<file path="config.mk">
export PLATFORM = sky130hd
export DESIGN_NAME = vram_blit_engine_flat
export DESIGN_NICKNAME = d
export VERILOG_FILES = /design/src/rtl/vram_blit_engine_pkg.sv /design/src/rtl/vram_blit_engine_if.sv /design/src/rtl/vram_blit_engine.sv /design/src/flat_wrapper.sv
export SDC_FILE = /design/constraint.sdc
export NUM_CORES = 1
export LEC_CHECK = 0
export BUFFER_PORTS_ARGS = -buffer_cell sky130_fd_sc_hd__buf_2
export CAP_MARGIN = 15
export CORE_MARGIN = 3
export CORE_UTILIZATION = 45
export CTS_CLUSTER_DIAMETER = 200
export DETAILED_ROUTE_END_ITERATION = 12
export PLACE_DENSITY = 0.66
export SYNTH_ARGS = -nofsm -noshare
export SYNTH_HDL_FRONTEND = slang
export SYNTH_SLANG_ARGS = --single-unit
</file>
<file path="constraint.sdc">
create_clock -name clk -period 3.16 [get_ports clk]
set_input_delay 0.948 -clock clk [delete_from_list [all_inputs] [get_ports clk]]
set_output_delay 0.948 -clock clk [all_outputs]
set_load 0.05 [all_outputs]
</file>
<file path="src/rtl/vram_blit_engine_pkg.sv">
// Shared types and helpers for the VRAM blit engine.
//   addr_t / word_t : 16-bit VRAM address and data word
//   blit_state_t    : blit engine FSM states
//   blit_step       : wrap-around address increment/decrement
//   blit_transp_mask: per-nibble transparency mask (used when BLIT_TRANSP_EN is defined)
package vram_blit_engine_pkg;

  typedef logic [15:0] addr_t;
  typedef logic [15:0] word_t;

  typedef enum logic [1:0] {
    IDLE,
    RD,
    WR,
    DONE
  } blit_state_t;

  // Addresses wrap modulo 2**16 in both directions.
  function automatic addr_t blit_step(input addr_t a, input logic dec);
    return dec ? (a - 16'd1) : (a + 16'd1);
  endfunction

  // A nibble is written only if enabled in the mask and the source nibble is non-zero.
  function automatic logic [3:0] blit_transp_mask(input word_t w, input logic [3:0] m);
    logic [3:0] r;
    r = '0;
    for (int unsigned i = 0; i < 4; i++) begin
      r[i] = m[i] & (w[i*4 +: 4] != 4'h0);
    end
    return r;
  endfunction

endpackage

</file>
<file path="src/rtl/vram_blit_engine_if.sv">
// Blit request bus between the blit engine (master) and vram_arb (slave).
//   blit_sel_o     : VRAM request
//   blit_ack_i     : grant ack from arbiter (cycle after grant)
//   blit_wr_o      : request is a write
//   blit_wr_mask_o : nibble write mask
//   blit_addr_o    : request address
//   blit_data_o    : write data
//   vram_data_i    : shared VRAM read data, valid in the ack cycle of a read
interface vram_blit_engine_if;
  import vram_blit_engine_pkg::*;

  logic       blit_sel_o;
  logic       blit_ack_i;
  logic       blit_wr_o;
  logic [3:0] blit_wr_mask_o;
  addr_t      blit_addr_o;
  word_t      blit_data_o;
  word_t      vram_data_i;

  modport master (
    output blit_sel_o, blit_wr_o, blit_wr_mask_o, blit_addr_o, blit_data_o,
    input  blit_ack_i, vram_data_i
  );

  modport slave (
    input  blit_sel_o, blit_wr_o, blit_wr_mask_o, blit_addr_o, blit_data_o,
    output blit_ack_i, vram_data_i
  );

endinterface

</file>
<file path="src/rtl/vram_blit_engine.sv">
// VRAM blit engine: linear fill (constant word) or copy (read src, write dst) of
// count_i words through the lowest-priority vram_arb blit port.
// Ports:
//   clk, reset_n_i          : clock, async active-low reset
//   start_i / abort_i       : begin op (ignored while busy) / stop at next ack
//   copy_i, dec_i           : mode and address direction, latched at start
//   src_addr_i, dst_addr_i  : start addresses
//   count_i                 : word count (0 -> immediate done)
//   fill_data_i, wr_mask_i  : fill word and nibble write mask
//   busy_o, done_o          : op in progress / 1-cycle end pulse
//   blit                    : request bus (vram_blit_engine_if.master)
// Configuration macro: BLIT_TRANSP_EN enables copy-mode nibble transparency.
module vram_blit_engine
  import vram_blit_engine_pkg::*;
#(
  parameter int unsigned CNT_W = 16
) (
  input  logic             clk,
  input  logic             reset_n_i,
  input  logic             start_i,
  input  logic             abort_i,
  input  logic             copy_i,
  input  logic             dec_i,
  input  addr_t            src_addr_i,
  input  addr_t            dst_addr_i,
  input  logic [CNT_W-1:0] count_i,
  input  word_t            fill_data_i,
  input  logic [3:0]       wr_mask_i,
  output logic             busy_o,
  output logic             done_o,
  vram_blit_engine_if.master blit
);

  blit_state_t      state_q, state_d;
  addr_t            src_q, src_d, dst_q, dst_d, addr_q, addr_d;
  logic [CNT_W-1:0] cnt_q, cnt_d;
  logic             copy_q, copy_d, dec_q, dec_d, abort_q, abort_d;
  word_t            fill_q, fill_d, data_q, data_d;
  logic [3:0]       mask_q, mask_d, wmask_q, wmask_d;
  logic             sel_q, sel_d, wr_q, wr_d, busy_q, busy_d, done_q, done_d;
  logic             abort_pend, skip;
  logic [3:0]       rmask;

  // Request outputs stay put through the ack cycle (arbiter only grants on sel & ~ack);
  // the next request is registered on the ack edge, giving 2 cycles per access.
  always_comb begin
    state_d = state_q;
    src_d   = src_q;
    dst_d   = dst_q;
    addr_d  = addr_q;
    cnt_d   = cnt_q;
    copy_d  = copy_q;
    dec_d   = dec_q;
    abort_d = abort_q;
    fill_d  = fill_q;
    data_d  = data_q;
    mask_d  = mask_q;
    wmask_d = wmask_q;
    sel_d   = sel_q;
    wr_d    = wr_q;
    busy_d  = busy_q;
    done_d  = 1'b0;
    abort_pend = abort_q | abort_i;
`ifdef BLIT_TRANSP_EN
    rmask = blit_transp_mask(blit.vram_data_i, mask_q);
    skip  = (rmask == 4'h0);
`else
    rmask = mask_q;
    skip  = 1'b0;
`endif

    unique case (state_q)
      IDLE: begin
        sel_d  = 1'b0;
        wr_d   = 1'b0;
        busy_d = 1'b0;
        if (start_i) begin
          if (count_i != '0) begin
            src_d   = src_addr_i;
            dst_d   = dst_addr_i;
            cnt_d   = count_i;
            copy_d  = copy_i;
            dec_d   = dec_i;
            fill_d  = fill_data_i;
            mask_d  = wr_mask_i;
            abort_d = 1'b0;
            busy_d  = 1'b1;
            sel_d   = 1'b1;
            if (copy_i) begin
              state_d = RD;
              addr_d  = src_addr_i;
            end else begin
              state_d = WR;
              wr_d    = 1'b1;
              addr_d  = dst_addr_i;
              data_d  = fill_data_i;
              wmask_d = wr_mask_i;
            end
          end else begin
            state_d = DONE;
            done_d  = 1'b1;
          end
        end
      end

      RD: begin
        abort_d = abort_pend;
        if (blit.blit_ack_i) begin
          src_d = blit_step(src_q, dec_q);
          if (abort_pend) begin
            state_d = DONE;
            done_d  = 1'b1;
            busy_d  = 1'b0;
            sel_d   = 1'b0;
          end else if (skip) begin
            // Fully transparent word: no write, but destination/count still advance.
            dst_d = blit_step(dst_q, dec_q);
            cnt_d = cnt_q - CNT_W'(1);
            if (cnt_q == CNT_W'(1)) begin
              state_d = DONE;
              done_d  = 1'b1;
              busy_d  = 1'b0;
              sel_d   = 1'b0;
            end else begin
              addr_d = src_d;
            end
          end else begin
            state_d = WR;
            wr_d    = 1'b1;
            addr_d  = dst_q;
            data_d  = blit.vram_data_i;
            wmask_d = rmask;
          end
        end
      end

      WR: begin
        abort_d = abort_pend;
        if (blit.blit_ack_i) begin
          dst_d = blit_step(dst_q, dec_q);
          cnt_d = cnt_q - CNT_W'(1);
          if ((cnt_q == CNT_W'(1)) || abort_pend) begin
            state_d = DONE;
            done_d  = 1'b1;
            busy_d  = 1'b0;
            sel_d   = 1'b0;
            wr_d    = 1'b0;
          end else if (copy_q) begin
            state_d = RD;
            wr_d    = 1'b0;
            addr_d  = src_q;
          end else begin
            addr_d  = dst_d;
            data_d  = fill_q;
            wmask_d = mask_q;
          end
        end
      end

      DONE: begin
        state_d = IDLE;
        sel_d   = 1'b0;
        wr_d    = 1'b0;
        busy_d  = 1'b0;
      end

      default: state_d = IDLE;
    endcase
  end

  always_ff @(posedge clk or negedge reset_n_i) begin
    if (!reset_n_i) begin
      state_q <= IDLE;
      src_q   <= '0;
      dst_q   <= '0;
      addr_q  <= '0;
      cnt_q   <= '0;
      copy_q  <= 1'b0;
      dec_q   <= 1'b0;
      abort_q <= 1'b0;
      fill_q  <= '0;
      data_q  <= '0;
      mask_q  <= '0;
      wmask_q <= '0;
      sel_q   <= 1'b0;
      wr_q    <= 1'b0;
      busy_q  <= 1'b0;
      done_q  <= 1'b0;
    end else begin
      state_q <= state_d;
      src_q   <= src_d;
      dst_q   <= dst_d;
      addr_q  <= addr_d;
      cnt_q   <= cnt_d;
      copy_q  <= copy_d;
      dec_q   <= dec_d;
      abort_q <= abort_d;
      fill_q  <= fill_d;
      data_q  <= data_d;
      mask_q  <= mask_d;
      wmask_q <= wmask_d;
      sel_q   <= sel_d;
      wr_q    <= wr_d;
      busy_q  <= busy_d;
      done_q  <= done_d;
    end
  end

  assign busy_o              = busy_q;
  assign done_o              = done_q;
  assign blit.blit_sel_o     = sel_q;
  assign blit.blit_wr_o      = wr_q;
  assign blit.blit_wr_mask_o = wmask_q;
  assign blit.blit_addr_o    = addr_q;
  assign blit.blit_data_o    = data_q;

endmodule

</file>
<file path="src/flat_wrapper.sv">
// flat-port wrapper written by rule: the top's interface ports become plain ports
module vram_blit_engine_flat import vram_blit_engine_pkg::*;
#(
  parameter int unsigned CNT_W = 16
)
  (clk, reset_n_i, start_i, abort_i, copy_i, dec_i, src_addr_i, dst_addr_i, count_i, fill_data_i, wr_mask_i, busy_o, done_o, blit_blit_sel_o, blit_blit_wr_o, blit_blit_wr_mask_o, blit_blit_addr_o, blit_blit_data_o, blit_blit_ack_i, blit_vram_data_i);
  vram_blit_engine_if blit_i ();
  input  logic clk;
  input  logic reset_n_i;
  input  logic start_i;
  input  logic abort_i;
  input  logic copy_i;
  input  logic dec_i;
  input  addr_t src_addr_i;
  input  addr_t dst_addr_i;
  input  logic [CNT_W-1:0] count_i;
  input  word_t fill_data_i;
  input  logic [3:0] wr_mask_i;
  output logic busy_o;
  output logic done_o;
  output wire logic [$bits(blit_i.blit_sel_o)-1:0] blit_blit_sel_o;
  output wire logic [$bits(blit_i.blit_wr_o)-1:0] blit_blit_wr_o;
  output wire logic [$bits(blit_i.blit_wr_mask_o)-1:0] blit_blit_wr_mask_o;
  output wire logic [$bits(blit_i.blit_addr_o)-1:0] blit_blit_addr_o;
  output wire logic [$bits(blit_i.blit_data_o)-1:0] blit_blit_data_o;
  input wire logic [$bits(blit_i.blit_ack_i)-1:0] blit_blit_ack_i;
  input wire logic [$bits(blit_i.vram_data_i)-1:0] blit_vram_data_i;
  assign blit_blit_sel_o = blit_i.blit_sel_o;
  assign blit_blit_wr_o = blit_i.blit_wr_o;
  assign blit_blit_wr_mask_o = blit_i.blit_wr_mask_o;
  assign blit_blit_addr_o = blit_i.blit_addr_o;
  assign blit_blit_data_o = blit_i.blit_data_o;
  assign blit_i.blit_ack_i = blit_blit_ack_i;
  assign blit_i.vram_data_i = blit_vram_data_i;
  vram_blit_engine #(.CNT_W(CNT_W)) u_core (.clk(clk), .reset_n_i(reset_n_i), .start_i(start_i), .abort_i(abort_i), .copy_i(copy_i), .dec_i(dec_i), .src_addr_i(src_addr_i), .dst_addr_i(dst_addr_i), .count_i(count_i), .fill_data_i(fill_data_i), .wr_mask_i(wr_mask_i), .busy_o(busy_o), .done_o(done_o), .blit(blit_i));
endmodule
</file>
==> impl_results.md, run 1 <==
- Reg2reg setup slack: between 200 and 300 ps
- Cell mode on critical path: a21oi_1
- Site Rows: 46
- Final worst slack: about 250 ps
- Final hold viol count: 0
- F_max: between 300 and 400 MHz
- Main combinational cell family by area after synthesis: compound AO/OA/AOI/OAI gates
- Setup-failing EPs final: 0
- Simple-Gate Fraction of Synth Area: 16.8%
- Layout area overhead: 17.7%
- Vias in the first global route: between 6,000 and 7,000
- CTS tree: yes
- Commonest cells post-synth: 112 x dfrtp_1, 107 x nand2_1, 74 x o21ai_0
- Max Root-Sink Buffers: 2
- Worst hold stages: 2
- Non-Filler Instances: approximately 1,200
- Core ar.: 0.0161 mm2
- Root buffer cell: clkbuf_16
- Fin nets: between 1,000 and 1,500
- Global route total overflow: 0
- Clk_skew: between 5 and 6 ps
- Yosys warning count: 0
- Endpoint, Worst Hold: u_core.blit.blit_data_o[4]$_DFFE_PN0P_
- Clock Sinks: 112
- Die Height: about 130 um
- Skew-Pair Late Insertion Delay: about 360 ps
- TNS Setup: 0 ps
- Netlist cell types: 64
- Relative slew slack: 26.4%
- Synth Area per Inst: approximately 8.9 um2
- TritonRoute pass-1 iters: 5
- Slew Limit Fails: 0
- Crit. End Element: flop
- Tightest Pin Transition: 1100 ps
- Global-route wire length before repair: about 34,000 um
- Clock Pin Slew Worst Setup and Hold Paths: about 80 ps
- Initial DRC count: around 480
- Die area: between 0.015 and 0.02 mm2
- CP required: ~3400 ps
- Worst R2R Path Depth: 9
- # Max-Cap Violations: 0
- Crit share post-route: 92.1%
- WS Path Type: reg2reg
- Final wirelength: 20,800 um
- Global placement routability congestion: 0.866
- Placed Instances: around 1,200
- Number of diodes: 0
- Hold Crit Start: u_core.blit.blit_data_o[4]$_DFFE_PN0P_
- Synth Area in Compound Gates: between 20% and 30%
- Crit-path max FO: 12
- DR vias/cell: about 5.8
- Post-CTS sizing: 0
- Initial Util: 46.4%
- Vias: between 6,000 and 7,000
- Reg2reg start: u_core.dec_q$_DFFE_PN0P_
- Yosys reg bits: 112
- Num CTS Buffers: 9
- Mux contribution to synthesized area: around 8%
- Most common cell in the netlist: dfrtp_1
- Die X: approximately 130 um
- Hold-fix buffers, CTS: 0
- CP max stage delay: about 520 ps
- Gate Count Post-Synth: between 800 and 900
- Initial antenna violation count: 0
- Cell taking the most area after synthesis: dfrtp_1
- Synth Area in XOR/XNOR: 2.82%
- Layout cells sized above 1: around 22%
- Fin crit period: 2910 ps
- Worst path cell trace: buf_12, ha_1, a21oi_1, nand3b_1, nor3_1, nor2_1, a311oi_1, mux2i_1, a21oi_1
- Top-area cell type share of the netlist area: a little under two fifths
- Pre-CTS WS: between 50 and 60 ps
- Ports: 131
- CP Launch Type: flop
- Syn_nets: just under 1,000
- Slowest stage cell on the critical path: dfrtp_2
- # port buffers: 130
- Async SR Flop Fraction: between 90% and 100%
- Worst R2R End: u_core.dst_q[15]$_DFFE_PN0P_
- Setup bufs post-CTS: 0
- Post-synthesis cell area: ~0.0074 mm2
- Hold crit path type: reg2reg
- Aggregate global-route resource usage: about 23%
- Adder-cell share of the synthesized area: 6.42%
- Wirelength per Cell: about 18 um
- Worst Path Arrival: around 3100 ps
- Post-synth EDFFs: 0
- Largest net degree at the start of global routing: 46
- HPWL Detailed: between 15,000 and 20,000 um
- Sequential area share after synthesis: 37.6%
- H-tree depth: 3
- Ys flop type: dfrtp_1
- ANT nets after route: 0
- Outcome: complete, no violations
- Drc violations: 0
- RSZ-0062 raised after global routing: false
- Top cells by area, synth: dfrtp_1 38%, ha_1 5.9%, nand2_1 5.4%
[stage by stage]
step                      instance area, um2  utilization, %  hold WS, ps
after CTS                               8770            54.6          478
after global placement                  8440            52.6          456
after detailed placement                8440            52.6          461
final                                   8770            54.6          470
after global routing                    8770            54.6          494
after floorplan                         7450               -          468
[layer usage]
metal	global-route usage (%)	up-vias	part of all wire, %
met5	0	-	0
met4	5.37	0	1.3
met3	4.40	20	6.7
met2	35.6	227	45
met1	34.0	3261	47
li1	-	3333	-
[flip-flops by register name (all words and copies together) (netlist names)]
| signal | flops |
|---|---|
| u_core.blit.blit_data_o | 16 |
| u_core.src_q | 16 |
| u_core.blit.blit_wr_mask_o | 4 |
| u_core.dec_q | 1 |
| u_core.mask_q | 4 |
| u_core.done_o | 1 |
| u_core.state_q | 2 |
| u_core.copy_q | 1 |
| u_core.cnt_q | 16 |
| u_core.fill_q | 16 |
| u_core.blit.blit_sel_o | 1 |
| u_core.abort_q | 1 |
| u_core.blit.blit_addr_o | 16 |
| u_core.blit.blit_wr_o | 1 |
| u_core.dst_q | 16 |
[kinds of logic (layout without fill, tap and decap cells)]
group | after synthesis | in the layout
buffers and inverters | 72 | 193
AO/OA/AOI/OAI | 279 | 279
AND/OR/NAND/NOR | 259 | 259
adder cells (fa/ha/maj) | 37 | 37
flip-flops | 112 | 112
multiplexers | 55 | 55
XOR/XNOR | 24 | 24
[worst max-delay path by stage]
| stage | from | end | slack, ps | cells past startpoint |
|---|---|---|---|---|
| floorplan | u_core.dec_q$_DFFE_PN0P_ | u_core.src_q[14]$_DFFE_PN0P_ | 250 | 10 |
| global placement | count_i[11] | u_core.cnt_q[3]$_DFFE_PN0P_ | 110 | 9 |
| detailed placement | count_i[9] | u_core.src_q[9]$_DFFE_PN0P_ | 60 | 9 |
| CTS | u_core.dec_q$_DFFE_PN0P_ | u_core.dst_q[15]$_DFFE_PN0P_ | 160 | 9 |
| global route | u_core.dec_q$_DFFE_PN0P_ | u_core.dst_q[15]$_DFFE_PN0P_ | 2 | 9 |
| finish | u_core.dec_q$_DFFE_PN0P_ | u_core.dst_q[15]$_DFFE_PN0P_ | 250 | 9 |
[worst max-delay path, delay by kind of cell (launching register included)]
family | cells | cell delay [ps]
AOI/OAI and AO/OA | 3 | 900
adders and majority gates | 1 | 340
buffers and inverters | 1 | 200
DFF | 1 | 520
muxes | 1 | 240
and+or+nand+nor | 3 | 570
[layout by cell type, fill, tap and decap left out, types with 8 or more instances in the layout]
master     count
inv_1         17
o21ai_0       74
dfrtp_1      111
buf_4         23
nand2_1      107
nand3_1       21
nor2_1        50
nor4_1         8
o31ai_1       26
clkbuf_16      9
a21o_1        11
mux2_2        24
o22ai_1       15
a221oi_1      24
and2_1        10
mux2i_1       31
a21oi_1       54
xor2_1         9
a31oi_1       14
buf_2        129
nor2b_1       17
ha_1          33
nor3b_1        9
nor3_1         9
xnor2_1       15
a211oi_1      15
[area by class of cell]
type	count	area, um2
Inverter	19	71.3
Clock inverter	6	92.6
Sequential cell	112	2800
Fill cell	1485	7290
Timing Repair Buffer	158	938
Clock buffer	10	229
Tap cell	216	270
Multi-Input combinational cell	654	4360
Power of run 1 is left out: the tool's default activity adds up to more than one toggle a clock period on the data nets, which glitch-free logic cannot reach.
==> run 2, diff against run 1 <==
--- a/config.mk
+++ b/config.mk
@@ -7,6 +7,7 @@
 export LEC_CHECK = 0
 export BUFFER_PORTS_ARGS = -buffer_cell sky130_fd_sc_hd__buf_2
 export CAP_MARGIN = 15
+export CORE_ASPECT_RATIO = 0.9
 export CORE_MARGIN = 3
 export CORE_UTILIZATION = 45
 export CTS_CLUSTER_DIAMETER = 200
==> run 2 against run 1 <==
  * Register-to-register slack got worse by 20 ps
  * Global-route usage up 0.12 points
  * Sequential share of layout area is 0.078 points lower
  * Via count is 1.1% higher
  * Clock skew rose by 5.1 ps
  * Fmax shrank 0.75%
  * Utilization up 0.94 points
  * Critical path type unchanged
==> impl_results.md, run 2 (synthesis gave the netlist of run 1 again) <==
- Outcome: complete, no violations
- Worst Path Arrival: 3160 ps (+30 ps)
- TritonRoute pass-1 iters: 6 (+1)
- Skew-Pair Late Insertion Delay: 360 ps (about the same)
- Clk_skew: 10.5 ps (+5.11 ps)
- Crit share post-route: 92.8% (+0.70 points)
- Reg2reg setup slack: 230 ps (-20 ps)
- Die Height: 128 um (-4.9%)
- Slew Limit Fails: 0 (unchanged)
- Worst R2R Path Depth: 10 (+1)
- DR vias/cell: 5.92 (+1.7%)
- CP required: 3390 ps (about the same)
- Initial antenna violation count: 2 (+2)
- Vias in the first global route: 6,466 (+0.077%)
- Worst path cell trace: buf_4, buf_4, ha_1, o21ai_0, a21oi_1, a21oi_1, nor2_1, a311oi_1, mux2i_1, a21oi_1
- Most frequent cells in the layout: 129 x buf_2, 112 x dfrtp_1, 107 x nand2_1
- Global route total overflow: 0 (unchanged)
- CTS tree: yes
- Crit-path max FO: 9 (-3)
- # Max-Cap Violations: 0 (unchanged)
- Setup-failing EPs final: 0 (unchanged)
- # port buffers: 130 (unchanged)
- Initial Util: 47.1% (+0.70 points)
- H-tree depth: 3 (unchanged)
- Worst R2R End: u_core.dst_q[15]$_DFFE_PN0P_
- Global-route wire length before repair: 34,100 um (+0.31%)
- Largest net degree at the start of global routing: 50 (+8.7%)
- Tightest Pin Transition: 1090 ps (-12.5 ps)
- Initial DRC count: 481 (+0.63%)
- Slowest stage cell on the critical path: dfrtp_1
- CP Launch Type: flop
- Clock Sinks: 112 (unchanged)
- Reg2reg start: u_core.dec_q$_DFFE_PN0P_
- Final hold viol count: 0 (unchanged)
- Cell mode on critical path: a21oi_1
- Fin nets: 1,088 (+0.55%)
- Vias: 6,919 (+1.1%)
- Layout area overhead: 17.9%
- Site Rows: 43 (-6.5%)
- Pre-CTS WS: -43.9 ps (-101 ps)
- Max Root-Sink Buffers: 2 (unchanged)
- Clock Pin Slew Worst Setup and Hold Paths: 80 ps (about the same)
- Hold Crit Start: u_core.blit.blit_data_o[9]$_DFFE_PN0P_
- WS Path Type: reg2reg
- Fin crit period: 2930 ps (+22.1 ps)
- Final wirelength: 21,400 um (+3.2%)
- Util after Layout: 55.5% (+0.94 points)
- FILL cells: 1,497 (+0.81%)
- CP max stage delay: 520 ps (about the same)
- Root buffer cell: clkbuf_16
- Die X: 142 um (+5.2%)
- Die area: 0.0181 mm2 (about the same)
- Relative slew slack: 27.2% (+0.83 points)
- Final worst slack: 229 ps (-22.1 ps)
- Core ar.: 0.0158 mm2 (-1.5%)
- Wirelength per Cell: 18.3 um (+3.8%)
- Layout cells sized above 1: 22.7% (+0.59 points)
- Hold crit path type: reg2reg
- Setup bufs post-CTS: 0 (unchanged)
- Drc violations: 0 (unchanged)
- Crit. End Element: flop
- Ports: 131 (unchanged)
- Aggregate global-route resource usage: 23.3% (+0.12 points)
- ANT nets after route: 0 (unchanged)
- Global placement routability congestion: 0.915 (+5.6%)
- Commonest non-fill, non-tap cell in the layout: buf_2
- Worst hold stages: 2 (unchanged)
- TNS Setup: 0 ps (unchanged)
- Endpoint, Worst Hold: u_core.blit.blit_data_o[9]$_DFFE_PN0P_
- Num CTS Buffers: 9 (unchanged)
- HPWL Detailed: 15,400 um (+1.9%)
- F_max: 341 MHz (-0.75%)
- RSZ-0062 raised after global routing: false
-- run 2: metal layers --
metal / wire length, um / share of wire, % / track usage (%)
met5: 12 / 0.056 / 0
met4: 429 / 2.0 / 6.32
met3: 1500 / 7.0 / 4.92
met2: 9110 / 43 / 34.2
met1: 10400 / 48 / 34.7
-- run 2: critical path: cells and delay by family (launching register included) --
kind            cells  cell delay, ps
compound gates      5            1150
fa+ha+maj           1             370
buf+inv             2             410
flops               1             520
mux                 1             240
simple gates        1             120
-- run 2: cell type report --
cell class	instances	area [um2]	area share (%)
repair buffers	164	978	11.1
flip-flops and latches	112	2800	31.9
inverters	19	71.3	0.812
clock inverters	7	85.1	0.969
diodes	1	2.50	0.0285
clock buffers	9	225	2.56
multi-input cells	654	4370	49.7
well taps	202	253	2.88
-- run 2: how the worst max path moves through the flow --
stage	cells past startpoint	endpoint	slack [ps]	from
2_1_floorplan	10	u_core.src_q[14]$_DFFE_PN0P_	250	u_core.dec_q$_DFFE_PN0P_
3_3_place_gp	11	u_core.cnt_q[4]$_DFFE_PN0P_	10	count_i[1]
3_5_place_dp	11	u_core.cnt_q[2]$_DFFE_PN0P_	-40	count_i[3]
4_1_cts	10	u_core.dst_q[15]$_DFFE_PN0P_	200	u_core.dec_q$_DFFE_PN0P_
5_1_grt	10	u_core.dst_q[15]$_DFFE_PN0P_	40	u_core.dec_q$_DFFE_PN0P_
6_report	10	u_core.dst_q[15]$_DFFE_PN0P_	230	u_core.dec_q$_DFFE_PN0P_
-- run 2: timing repair --
| item | CTS | global route |
|---|---|---|
| resized for setup | 0 | 1 |
| setup endpoints to repair | 0 | 1 |
| endpoints found under the hold margin | 0 | 0 |
| hold buffers | 0 | 0 |
-- run 2: through the flow --
stage,std cells,hold WS (ps),cell area (um2)
finish,1168,474,8780
CTS,1167,481,8780
floorplan,838,468,7450
global placement,1150,456,8450
global route,1168,501,8780
detailed placement,1151,461,8470
Power of run 2 is left out for the same reason.
